<file path="src/rtl/ps2_scancode_rx.sv">
// PS/2 device-to-host receiver: synchronises and de-glitches the pins, deframes
// 11-bit frames and keeps the last two good bytes as {previous, newest}.
module ps2_scancode_rx #(
    parameter int unsigned FILTER_LEN     = 4,
    parameter int unsigned TIMEOUT_CYCLES = 65000
) (
    input  logic        clk,
    input  logic        rst,
    input  logic        ps2_clk,
    input  logic        ps2_data,
    output logic [15:0] keycode,
    output logic        oflag,
    output logic        frame_err
);

    localparam int unsigned FCW = $clog2(FILTER_LEN + 1);
    localparam int unsigned TW  = $clog2(TIMEOUT_CYCLES + 1);

    typedef enum logic [1:0] {
        IDLE   = 2'd0,
        DATA   = 2'd1,
        PARITY = 2'd2,
        STOP   = 2'd3
    } state_e;

    logic [1:0]     clk_sync_q;
    logic [1:0]     data_sync_q;
    logic [FCW-1:0] filt_cnt_q;
    logic           clk_filt_q;
    logic           clk_filt_prev_q;
    logic           fall_c;
    logic           data_c;

    state_e         state_q;
    logic [2:0]     bit_cnt_q;
    logic [7:0]     shreg_q;
    logic           par_ok_q;
    logic [TW-1:0]  tmo_q;
    logic [15:0]    keycode_q;
    logic           oflag_q;
    logic           frame_err_q;

    // Synchronisers and ps2_clk glitch filter; idle-high bus after reset
    always_ff @(posedge clk or posedge rst) begin
        if (rst) begin
            clk_sync_q      <= 2'b11;
            data_sync_q     <= 2'b11;
            filt_cnt_q      <= '0;
            clk_filt_q      <= 1'b1;
            clk_filt_prev_q <= 1'b1;
        end else begin
            clk_sync_q      <= {clk_sync_q[0], ps2_clk};
            data_sync_q     <= {data_sync_q[0], ps2_data};
            clk_filt_prev_q <= clk_filt_q;
            if (clk_sync_q[1] == clk_filt_q) begin
                filt_cnt_q <= '0;
            end else if (filt_cnt_q == FCW'(FILTER_LEN - 1)) begin
                clk_filt_q <= ~clk_filt_q;
                filt_cnt_q <= '0;
            end else begin
                filt_cnt_q <= filt_cnt_q + FCW'(1);
            end
        end
    end

    assign fall_c = clk_filt_prev_q & ~clk_filt_q;
    assign data_c = data_sync_q[1];

    // Frame deserialiser; timeout takes priority over a coincident sample event
    always_ff @(posedge clk or posedge rst) begin
        if (rst) begin
            state_q     <= IDLE;
            bit_cnt_q   <= '0;
            shreg_q     <= '0;
            par_ok_q    <= 1'b0;
            tmo_q       <= '0;
            keycode_q   <= '0;
            oflag_q     <= 1'b0;
            frame_err_q <= 1'b0;
        end else begin
            oflag_q     <= 1'b0;
            frame_err_q <= 1'b0;
            if (state_q != IDLE && tmo_q == TW'(TIMEOUT_CYCLES)) begin
                state_q     <= IDLE;
                frame_err_q <= 1'b1;
                tmo_q       <= '0;
            end else if (fall_c) begin
                tmo_q <= '0;
                case (state_q)
                    IDLE: begin
                        if (!data_c) begin
                            state_q   <= DATA;
                            bit_cnt_q <= '0;
                        end
                    end
                    DATA: begin
                        shreg_q   <= {data_c, shreg_q[7:1]};
                        bit_cnt_q <= bit_cnt_q + 3'd1;
                        if (bit_cnt_q == 3'd7) begin
                            state_q <= PARITY;
                        end
                    end
                    PARITY: begin
                        par_ok_q <= ^{shreg_q, data_c};
                        state_q  <= STOP;
                    end
                    STOP: begin
                        if (data_c && par_ok_q) begin
                            keycode_q <= {keycode_q[7:0], shreg_q};
                            oflag_q   <= 1'b1;
                        end else begin
                            frame_err_q <= 1'b1;
                        end
                        state_q <= IDLE;
                    end
                    default: state_q <= IDLE;
                endcase
            end else if (state_q != IDLE) begin
                tmo_q <= tmo_q + TW'(1);
            end else begin
                tmo_q <= '0;
            end
        end
    end

    assign keycode   = keycode_q;
    assign oflag     = oflag_q;
    assign frame_err = frame_err_q;

endmodule

</file>
<file path="config.mk">
export PLATFORM = sky130hd
export DESIGN_NAME = ps2_scancode_rx
export DESIGN_NICKNAME = d
export VERILOG_FILES = /design/src/rtl/ps2_scancode_rx.sv
export SDC_FILE = /design/constraint.sdc
export NUM_CORES = 1
export LEC_CHECK = 0
export ABC_CLOCK_PERIOD_IN_PS = 2000
export CORE_ASPECT_RATIO = 1.2
export CORE_MARGIN = 2
export CORE_UTILIZATION = 50
export DETAILED_ROUTE_END_ITERATION = 10
export DONT_BUFFER_PORTS = 1
export PLACE_DENSITY = 0.64
export SETUP_SLACK_MARGIN = 0.15
export SLEW_MARGIN = 20
export SYNTH_ARGS = -nofsm -noshare
export SYNTH_HDL_FRONTEND = slang
export SYNTH_SLANG_ARGS = --single-unit
</file>
<file path="constraint.sdc">
create_clock -name clk -period 2 [get_ports clk]
set_input_delay 0.3 -clock clk [delete_from_list [all_inputs] [get_ports clk]]
set_output_delay 0.3 -clock clk [all_outputs]
set_load 0.02 [all_outputs]
</file>
==> metrics.md <==
| Metric | Value |
|---|---|
| DRT iter0 DRCs | `72` |
| Rel. slew slack | `0.569` |
| First-pass GRT wire length | `8.85 mm` |
| Clk buf depth | `2` |
| Clock-pin slew on the worst setup and hold paths | `0.06 ns` |
| Clk pwr share | `0.274` |
| Detailed Place HPWL | `3.43 mm` |
| Yosys top cell area share | `0.476` |
| Kind of critical path | `flip-flop to flip-flop` |
| Port Buffers | `0` |
| Setup slack, reg-to-reg | `0.07 ns` |
| Switch share | `0.313` |
| Yosys top cell by area | `dfrtp_1` |
| Crit path DAT | `2.15 ns` |
| Grt met2 use | `0.334` |
| Slew @ Worst Pin | `0.646 ns` |
| Lkg Pwr | `1.64 nW` |
| Post-Route WL | `5.30 mm` |
| Async SR Flop Fraction | `1.00` |
| Peak VDD IR | `0.825 mV` |
| Initial antenna violation count | `0` |
| Total track usage | `0.191` |
| Placed cell area | `0.00296 mm^2` |
| Drc violations | `0` |
| Total congestion overflow | `0` |
| Routability Congestion | `0.844` |
| Seq/Total Area, Yosys | `0.535` |
| Syn Area/Cell | `12.4 um^2` |
| Syn Inst Count | `216` |
| Skew final | `0.00861 ns` |
| YS warnings | `0` |
| Area Overhead vs Synth | `28.4%` |
| Insertion delay to the later sink of the worst-skew pair | `0.34 ns` |
| 1st-pass router iterations | `4` |
| CTS H-tree lvls | `3` |
| Vias post-DR | `1816` |
| GRT busiest layer | `met2` |
| Tcrit/Tclk final | `0.963` |
| Pint | `3.05 mW` |
| Hold WC Path Type | `flip-flop to flip-flop` |
| Synth top area cells | `dfrtp_1 (48%), dfstp_2 (5.9%), mux2_2 (5.9%), xnor2_1 (4.6%), mux2_4 (4.5%)` |
| Area of the multi-input gates | `0.00131 mm^2` |
| Hold-critical path depth | `0` |
| CTS tree | `yes` |
| Hold Vio Cnt, Final | `0` |
| Post-layout instance area | `0.00344 mm^2` |
| Die Span Y | `84.2 um` |
| Total Neg Setup Slack | `0 ns` |
| Synth Cell Area | `0.00268 mm^2` |
| Total core area | `0.00523 mm^2` |
| Slowest CP cell | `or4_4` |
| EDFF count, synth | `0` |
| F_max | `519 MHz` |
| Sw Pwr | `1.39 mW` |
| DR WL/cell | `16.3 um` |
| Setup Viol. Count Final | `0` |
| Synthesized flop and latch total | `57` |
| RSZ-0062 raised after global routing | `true` |
| Netlist cell types | `45` |
| Vias per inst | `5.60` |
| Max-cap viol count | `0` |
| CP max stage delay | `0.56 ns` |
| Met1 Use GR | `0.204` |
| Fin nets | `270` |
| Effective utilization at floorplan | `0.513` |
| Post-route ant nets | `0` |
| Cell Pwr Density | `1290 mW/mm^2` |
| Share of post-route cells with drive strength above 1 | `0.374` |
| Die width | `70.9 um` |
| Seq pwr share | `0.360` |
| Clock sink total | `57` |
| Worst-path cell chain | `inv_2 > ha_4 > nand4bb_4 > or4_4 > nand3_4 > mux2_2` |
| Vias in the first global route | `1951` |
| Fill count | `390` |
| Worst-case reg-to-reg path depth | `6` |
| Max-slew violations | `0` |
| Tmin final | `1.93 ns` |
| Critical Path Source Type | `flip-flop` |
| Die ar. | `0.00597 mm^2` |
| Io pins | `22` |
| Largest net degree at the start of global routing | `31` |
| Status | `finished clean` |
| Area occupied by registers | `0.00143 mm^2` |
| CP endpoint kind | `flip-flop` |
| Global-route met3 utilization | `0.0480` |
| # diodes | `0` |
| Clock buffer count from CTS | `9` |
| Hold slack | `0.353 ns` |
| Main synth FF type | `dfrtp_1` |
| Logic pwr share | `0.366` |
| Syn_nets | `229` |
| Num rows | `29` |
| Root Driver | `clkbuf_8` |
| Worst-path fanout max | `5` |
| Worst EP required | `2.22 ns` |
| Most numerous cell in the Yosys netlist | `dfrtp_1` |
| Most frequent cells after synthesis | `dfrtp_1 (51), nor2_1 (16), mux2_2 (14), xnor2_1 (14), nand2_1 (13)` |
-- critical path, delay by kind of cell, from the launching register on --
family | cells | cell delay, ns
and+or+nand+nor | 3 | 0.89
DFF | 1 | 0.37
buffers and inverters | 1 | 0.06
muxes | 1 | 0.35
adders and majority gates | 1 | 0.15
-- kinds of logic (layout without fill, tap and decap cells) --
logic type | Yosys count | in the layout | share of synthesized area
XOR/XNOR | 20 | 20 | 0.0704
flip-flops | 57 | 57 | 0.535
adder cells (fa/ha/maj) | 9 | 9 | 0.0420
AO/OA/AOI/OAI | 18 | 18 | 0.0466
buffers and inverters | 17 | 62 | 0.0345
AND/OR/NAND/NOR | 68 | 69 | 0.148
multiplexers | 27 | 27 | 0.124
-- path summary, 6_finish.rpt --
| check | start | to |
|---|---|---|
| setup / recovery | state_q[1] | shreg_q[6] |
| hold / removal | data_sync_q[0] | data_sync_q[1] |
| setup reg to reg | state_q[1] | shreg_q[6] |
| hold reg to reg | data_sync_q[0] | data_sync_q[1] |
| max in group asynchronous | rst | data_sync_q[0] |
| min in group asynchronous | rst | keycode[14] |
-- metrics by stage --
stage | total power, mW | util | worst slack (ns) | cells
floorplan | 2.51 | - | -0.0504 | 216
global placement | 2.89 | 0.566 | 0.0459 | 295
detailed placement | 2.96 | 0.566 | -0.0219 | 295
CTS | 4.33 | 0.643 | 0.0722 | 320
global route | 4.68 | 0.659 | 0.00167 | 324
finish | 4.44 | 0.659 | 0.0742 | 324
-- what timing repair did --
action / 4_1_cts / 5_1_grt
setup buffers: 3 / 4
endpoints found under the setup margin: 28 / 34
resized for setup: 19 / 11
hold buffers: 3 / 0
cloned: 3 / 0
endpoints found under the hold margin: 31 / 0
pin swaps: 5 / 5
-- layer usage --
layer / vias up / wire (um)
li1: 839 / -
met3: 12 / 188
met1: 922 / 2140
met4: 0 / 144
met5: - / 0
met2: 43 / 2820
-- sequential cells by signal, summed over array words and instances (netlist names) --
signal	flops
frame_err	1
clk_filt_prev_q	1
data_sync_q	2
state_q	2
clk_filt_q	1
oflag	1
shreg_q	8
par_ok_q	1
filt_cnt_q	3
keycode	16
tmo_q	16
bit_cnt_q	3
clk_sync_q	2
-- layout make-up --
class | count | share of cell area
tap | 62 | 0.0225
clock inverter | 3 | 0.0189
sequential | 57 | 0.416
clock buffer | 13 | 0.0461
inverter | 10 | 0.0109
multi-input combinational | 143 | 0.380
timing repair buffer | 36 | 0.105
-- cells in the final DEF, fill, tap and decap left out, types with 5 or more instances in the layout --
cell type	count
dfstp_2	6
dfrtp_1	51
nand2_1	13
ha_1	7
nor2_1	16
o21ai_0	5
buf_4	26
mux2_4	23
xor2_1	5
clkbuf_8	11
inv_1	6
xnor2_1	14
nand3_1	7
-- power groups by stage --
| stage | Clock, mW | Combinational, mW | Sequential [mW] |
|---|---|---|---|
| 2_1_floorplan | 0 | 0.926 | 1.58 |
| 3_3_place_gp | 0 | 1.29 | 1.60 |
| 3_5_place_dp | 0 | 1.35 | 1.61 |
| 4_1_cts | 1.23 | 1.50 | 1.60 |
| 5_1_grt | 1.28 | 1.76 | 1.63 |
| 6_report | 1.22 | 1.63 | 1.60 |
(Power assumes the default switching activity.)
